<file path="src/rtl/gate_stream_if.sv">
// gate_stream_if: byte input, ciphertext and gate descriptor handshakes of the gate stream decoder.
interface gate_stream_if #(
    parameter int ID_BYTES   = 3,
    parameter int CTXT_BYTES = 16,
    parameter int N_CTXT     = 3
);
    localparam int XW = N_CTXT > 1 ? $clog2(N_CTXT) : 1;
    logic [7:0]              input_data;
    logic                    input_strobe;
    logic                    input_ready;
    logic                    abort;
    logic [1:0]              gate_type;
    logic [8*ID_BYTES-1:0]   id_1;
    logic [8*ID_BYTES-1:0]   id_2;
    logic [8*ID_BYTES-1:0]   gate_id;
    logic [8*CTXT_BYTES-1:0] ctxt;
    logic [XW-1:0]           ctxt_idx;
    logic                    ctxt_valid;
    logic                    ctxt_ready;
    logic                    gate_valid;
    logic                    gate_ready;
    logic                    err_type;
    logic                    err_overrun;
    modport master (
        output input_data, input_strobe, abort, ctxt_ready, gate_ready,
        input  input_ready, gate_type, id_1, id_2, gate_id, ctxt, ctxt_idx,
               ctxt_valid, gate_valid, err_type, err_overrun
    );
    modport slave (
        input  input_data, input_strobe, abort, ctxt_ready, gate_ready,
        output input_ready, gate_type, id_1, id_2, gate_id, ctxt, ctxt_idx,
               ctxt_valid, gate_valid, err_type, err_overrun
    );
endinterface

</file>
<file path="src/rtl/gate_stream_decoder.sv">
// gate_stream_decoder: deserializes a byte stream into garbled-gate type, IDs, ciphertexts and output ID.
module gate_stream_decoder #(
    parameter int ID_BYTES   = 3,
    parameter int CTXT_BYTES = 16,
    parameter int N_CTXT     = 3
) (
    input logic          clk,
    input logic          rst_n,
    gate_stream_if.slave bus
);
    localparam int XW   = N_CTXT > 1 ? $clog2(N_CTXT) : 1;
    localparam int MAXB = ID_BYTES > CTXT_BYTES ? ID_BYTES : CTXT_BYTES;
    localparam int NW   = $clog2(MAXB + 1);
    localparam logic [NW-1:0] ID_LAST  = NW'(ID_BYTES - 1);
    localparam logic [NW-1:0] CT_LAST  = NW'(CTXT_BYTES - 1);
    localparam logic [XW-1:0] IDX_LAST = XW'(N_CTXT - 1);
    localparam logic [1:0] AND_G = 2'd0, BUF_G = 2'd2;
    localparam logic [2:0] TYPE = 3'd0, ID1 = 3'd1, ID2 = 3'd2, CTXT = 3'd3,
                           CWAIT = 3'd4, GID = 3'd5, GWAIT = 3'd6;
    logic [2:0]    state;
    logic [NW-1:0] cnt;
    logic [NW+2:0] pos;
    logic          accept, id_done, ct_done;
    assign bus.input_ready = state != CWAIT && state != GWAIT;
    assign accept  = bus.input_strobe && bus.input_ready && !bus.abort;
    assign id_done = cnt == ID_LAST;
    assign ct_done = cnt == CT_LAST;
    assign pos     = {cnt, 3'b000};
    always_ff @(posedge clk or negedge rst_n) begin
        if (!rst_n) begin
            state           <= TYPE;
            cnt             <= '0;
            bus.gate_type   <= '0;
            bus.id_1        <= '0;
            bus.id_2        <= '0;
            bus.gate_id     <= '0;
            bus.ctxt        <= '0;
            bus.ctxt_idx    <= '0;
            bus.ctxt_valid  <= 1'b0;
            bus.gate_valid  <= 1'b0;
            bus.err_type    <= 1'b0;
            bus.err_overrun <= 1'b0;
        end else begin
            bus.err_type    <= 1'b0;
            // abort swallows a same-cycle strobe without flagging it
            bus.err_overrun <= bus.input_strobe && !bus.input_ready && !bus.abort;
            if (bus.abort) begin
                state          <= TYPE;
                cnt            <= '0;
                bus.ctxt_idx   <= '0;
                bus.ctxt_valid <= 1'b0;
                bus.gate_valid <= 1'b0;
            end else begin
                case (state)
                    TYPE: if (accept) begin
                        if (bus.input_data[1:0] == 2'd3) bus.err_type <= 1'b1;
                        else begin
                            bus.gate_type <= bus.input_data[1:0];
                            cnt           <= '0;
                            state         <= ID1;
                        end
                    end
                    ID1: if (accept) begin
                        bus.id_1[pos +: 8] <= bus.input_data;
                        cnt <= id_done ? '0 : cnt + 1'b1;
                        if (id_done) begin
                            if (bus.gate_type == BUF_G) bus.id_2 <= '0;
                            state <= bus.gate_type == BUF_G ? GID : ID2;
                        end
                    end
                    ID2: if (accept) begin
                        bus.id_2[pos +: 8] <= bus.input_data;
                        cnt <= id_done ? '0 : cnt + 1'b1;
                        if (id_done) state <= bus.gate_type == AND_G ? CTXT : GID;
                    end
                    CTXT: if (accept) begin
                        bus.ctxt[pos +: 8] <= bus.input_data;
                        cnt <= ct_done ? '0 : cnt + 1'b1;
                        if (ct_done) begin
                            bus.ctxt_valid <= 1'b1;
                            state          <= CWAIT;
                        end
                    end
                    CWAIT: if (bus.ctxt_ready) begin
                        bus.ctxt_valid <= 1'b0;
                        bus.ctxt_idx   <= bus.ctxt_idx == IDX_LAST ? '0 : bus.ctxt_idx + 1'b1;
                        state          <= bus.ctxt_idx == IDX_LAST ? GID : CTXT;
                    end
                    GID: if (accept) begin
                        bus.gate_id[pos +: 8] <= bus.input_data;
                        cnt <= id_done ? '0 : cnt + 1'b1;
                        if (id_done) begin
                            bus.gate_valid <= 1'b1;
                            state          <= GWAIT;
                        end
                    end
                    GWAIT: if (bus.gate_ready) begin
                        bus.gate_valid <= 1'b0;
                        state          <= TYPE;
                    end
                    default: state <= TYPE;
                endcase
            end
        end
    end
endmodule

</file>
<file path="src/flat_wrapper.sv">
// flat-port wrapper written by rule: the top's interface ports become plain ports
module gate_stream_decoder_flat 
#(
    parameter int ID_BYTES   = 3,
    parameter int CTXT_BYTES = 16,
    parameter int N_CTXT     = 3
)
  (clk, rst_n, bus_input_data, bus_input_strobe, bus_abort, bus_ctxt_ready, bus_gate_ready, bus_input_ready, bus_gate_type, bus_id_1, bus_id_2, bus_gate_id, bus_ctxt, bus_ctxt_idx, bus_ctxt_valid, bus_gate_valid, bus_err_type, bus_err_overrun);
  gate_stream_if #(.ID_BYTES(ID_BYTES), .CTXT_BYTES(CTXT_BYTES), .N_CTXT(N_CTXT)) bus_i ();
  input logic clk;
  input logic rst_n;
  input wire logic [$bits(bus_i.input_data)-1:0] bus_input_data;
  input wire logic [$bits(bus_i.input_strobe)-1:0] bus_input_strobe;
  input wire logic [$bits(bus_i.abort)-1:0] bus_abort;
  input wire logic [$bits(bus_i.ctxt_ready)-1:0] bus_ctxt_ready;
  input wire logic [$bits(bus_i.gate_ready)-1:0] bus_gate_ready;
  output wire logic [$bits(bus_i.input_ready)-1:0] bus_input_ready;
  output wire logic [$bits(bus_i.gate_type)-1:0] bus_gate_type;
  output wire logic [$bits(bus_i.id_1)-1:0] bus_id_1;
  output wire logic [$bits(bus_i.id_2)-1:0] bus_id_2;
  output wire logic [$bits(bus_i.gate_id)-1:0] bus_gate_id;
  output wire logic [$bits(bus_i.ctxt)-1:0] bus_ctxt;
  output wire logic [$bits(bus_i.ctxt_idx)-1:0] bus_ctxt_idx;
  output wire logic [$bits(bus_i.ctxt_valid)-1:0] bus_ctxt_valid;
  output wire logic [$bits(bus_i.gate_valid)-1:0] bus_gate_valid;
  output wire logic [$bits(bus_i.err_type)-1:0] bus_err_type;
  output wire logic [$bits(bus_i.err_overrun)-1:0] bus_err_overrun;
  assign bus_i.input_data = bus_input_data;
  assign bus_i.input_strobe = bus_input_strobe;
  assign bus_i.abort = bus_abort;
  assign bus_i.ctxt_ready = bus_ctxt_ready;
  assign bus_i.gate_ready = bus_gate_ready;
  assign bus_input_ready = bus_i.input_ready;
  assign bus_gate_type = bus_i.gate_type;
  assign bus_id_1 = bus_i.id_1;
  assign bus_id_2 = bus_i.id_2;
  assign bus_gate_id = bus_i.gate_id;
  assign bus_ctxt = bus_i.ctxt;
  assign bus_ctxt_idx = bus_i.ctxt_idx;
  assign bus_ctxt_valid = bus_i.ctxt_valid;
  assign bus_gate_valid = bus_i.gate_valid;
  assign bus_err_type = bus_i.err_type;
  assign bus_err_overrun = bus_i.err_overrun;
  gate_stream_decoder #(.ID_BYTES(ID_BYTES), .CTXT_BYTES(CTXT_BYTES), .N_CTXT(N_CTXT)) u_core (.clk(clk), .rst_n(rst_n), .bus(bus_i));
endmodule
</file>
<file path="config.mk">
export PLATFORM = sky130hd
export DESIGN_NAME = gate_stream_decoder_flat
export DESIGN_NICKNAME = d
export VERILOG_FILES = /design/src/rtl/gate_stream_if.sv /design/src/rtl/gate_stream_decoder.sv /design/src/flat_wrapper.sv
export SDC_FILE = /design/constraint.sdc
export NUM_CORES = 1
export LEC_CHECK = 0
export ABC_AREA = 1
export ABC_CLOCK_PERIOD_IN_PS = 3400
export CORE_ASPECT_RATIO = 0.75
export CORE_MARGIN = 3
export CORE_UTILIZATION = 55
export DETAILED_ROUTE_END_ITERATION = 10
export GPL_TIMING_DRIVEN = 1
export PLACE_DENSITY = 0.86
export SLEW_MARGIN = 30
export SYNTH_ARGS = -nofsm -noshare
export SYNTH_HDL_FRONTEND = slang
export SYNTH_SLANG_ARGS = --single-unit
</file>
<file path="constraint.sdc">
create_clock -name clk -period 3.4 [get_ports clk]
set_clock_uncertainty 0.15 [all_clocks]
set_input_delay 0.34 -clock clk [delete_from_list [all_inputs] [get_ports clk]]
set_output_delay 0.34 -clock clk [all_outputs]
set_load 0.02 [all_outputs]
</file>
==> results.ini <==
[floorplan]
dieArea_um2 = 20300
rows = 42
die_height_um = 124
die_w_um = 164
io_pins = 223
core_area_um2 = 18000
initial_core_util_pct = 57.0

[layout]
layout_commonest_cell = nand2_1
fin_util_pct = 75.0
drive_gt1_share_pct = 8.08
nets = 1526
final_cell_mix = nand2_1, clkdlybuf4s50_1, dfrtp_1
final_cells = 1764
syn2layout_area_growth_pct = 31.6
nFillCells = 1338
diodes = 0

[critical_path]
crit_slowest_cell = dfrtp_1
critPathBufInv = 2
critPathRequiredTime_ns = 3.63
crit_chain = inv_1, ha_1, nor2_4, inv_2, nor3_4, nand2_1, nand2_1, nand2_1
ff2ff_path_depth = 8
path_class = flop to flop
arrival_ns = 3.04
slowest_delay_ns = 0.48
crit_path_frequent_cell = nand2_1
reg2reg_slack_ns = 0.59
r2r_end = u_core.bus.ctxt[120]
rr_startpoint = u_core.cnt[1]
critPathMaxFanout = 19
end_kind = flop
critPathLaunchType = flop
critical-path-top-delay-family = simple AND/OR/NAND/NOR gates

[cts]
post-cts-setup-buffer-count = 0
root_buffer = clkbuf_16
clk_latency_ns = 0.51
cts_buffers = 21
ctsResizeCount = 0
cts_max_path_buffers = 3
cts_num_sinks = 216
cts_hold_buf = 1
htree_levels = 1
tritoncts = done
path_clk_slew_ns = 0.07

[logic_synthesis]
netlist-cell-type-count = 32
yosys_register_bits = 216
ys.flop_type = dfrtp_1
yosysSeqAreaShare_pct = 52.8
synth_edf_count = 0
synth_warnings = 0
syn-cell-area_um2 = 10200
synth_fp_nets = 1305
synthArstFlopShare_pct = 100
syn_avg_cell_area_um2 = 7.97
synthCells = 1286

[place]
dp_hpwl_um = 22500
place_ws_ns = 0.535
port_buffers = 222
dp.cells = 1725
place.gp.congestion = 0.933

[global_routing]
grt_max_degree = 128
grt_first_pass_wirelength_um = 49300
track_usage_pct = 30.7
first_global_vias = 9302
antenna_found_initial = 0
grt_overflow = 0

[timing]
fmax_ghz = 0.356
tns_ns = 0
worst-slew-pin-transition_ns = 0.715
rsz0062_at_grt = false
hold_viol = 0
setup_slack_ns = 0.593
slew_violations = 0
setup_viol = 0
period_share_pct = 82.6
slew_headroom_pct = 52.2
fin_crit_ns = 2.81

[hold_path]
hold_path.class = input pin to async pin

[detailed_routing]
wl_per_cell_um = 17.9
dr.pass1.iters = 5
vias_per_cell = 5.62
drt-total-wl_um = 31500
drc = 0
ant_nets = 0
drt_iter0_drc = 1084
vias = 9909

[power_and_ir_drop]
vdd_drop_max_uv = 398
p_leak_nw = 6.73
p_per_area_nw_per_um2 = 573

[run]
cap_viol_max_count = 0

[run_status]
status = complete, no violations

[cells by family (layout without fill, tap and decap cells)]
group	after synthesis	after routing	share of synthesized area, %
AO/OA/AOI/OAI	100	100	4.98
XOR/XNOR	1	1	0.0855
adder cells (fa/ha/maj)	5	5	0.611
buffers and inverters	124	360	5.09
flip-flops	216	216	52.8
AND/OR/NAND/NOR	840	840	36.5
[flip-flops by register name, indices dropped and copies added (netlist names)]
name and count:
u_core.bus.ctxt 128, u_core.bus.ctxt_idx 2, u_core.bus.ctxt_valid 1, u_core.bus.err_overrun 1, u_core.bus.err_type 1, u_core.bus.gate_id 24
u_core.bus.gate_type 2, u_core.bus.gate_valid 1, u_core.bus.id_1 24, u_core.bus.id_2 24, u_core.cnt 5, u_core.state 3
[worst register-to-register path: stages, from the launching register on]
cell and delay (ns):
dfrtp_1 0.48, inv_1 0.12, ha_1 0.37, nor2_4 0.40, inv_2 0.21, nor3_4 0.46
nand2_1 0.30, nand2_1 0.14, nand2_1 0.06
[layout make-up]
cell class | instances | area (µm²) | area share (%)
Sequential cell | 216 | 5410 | 40.1
Multi-Input combinational cell | 946 | 4320 | 32.0
Timing Repair Buffer | 241 | 2380 | 17.7
Clock buffer | 28 | 612 | 4.54
Inverter | 81 | 307 | 2.27
Tap cell | 242 | 303 | 2.25
Clock inverter | 10 | 156 | 1.16
[cells in the mapped netlist (5+ instances only)]
library cell	n	area [µm²]
nand3b_1	16	120
o21ai_0	62	310
a21oi_1	7	35.0
nor2_4	13	146
nand2_1	527	1980
nand2_4	6	67.6
dfrtp_1	216	5410
nor2_1	92	345
nand2_2	8	50.1
nand4_1	36	225
inv_2	18	67.6
nor3_1	35	175
o21ai_1	28	140
clkbuf_1	19	71.3
buf_2	16	80.1
nor4_1	8	50.1
nor2_2	9	56.3
ha_1	5	62.6
inv_1	61	229
nand3_1	81	405
[worst max-delay path by stage]
stage	startpoint	endpoint	slack (ns)	cells past startpoint
after CTS	u_core.cnt[1]	u_core.bus.id_1[1]	0.67	9
after floorplan	u_core.cnt[0]	u_core.bus.ctxt[64]	1.16	9
final	u_core.cnt[1]	u_core.bus.ctxt[120]	0.59	8
after detailed placement	bus_abort	u_core.bus.ctxt[8]	0.54	10
after global placement	bus_abort	u_core.bus.ctxt[26]	0.65	10
after global routing	u_core.cnt[1]	u_core.bus.id_1[1]	0.40	9
[report_power, final]
group          switching, mW  internal [mW]
Clock                   1.00           1.57
Sequential             0.154           2.77
Combinational           1.56          0.670
Total                   2.71           5.01
[per-layer routing]
metal / part of all wire [%] / track usage, % / vias up
li1: - / - / 4590
met1: 42 / 43.6 / 4716
met2: 46 / 48.9 / 548
met3: 11 / 7.21 / 55
met4: 1.8 / 6.39 / 0
met5: 0 / 0 / -
[stage by stage]
step                hold slack [ns]  cell area, µm²  total power, mW
global route                  0.159           13500             8.05
CTS                           0.137           13500             7.70
floorplan                    -0.106           10200             4.27
detailed placement           0.0956           12700             5.14
finish                        0.138           13500             7.72
global placement             0.0973           12700             5.09
Note: power is estimated with default switching activity, not from simulation.
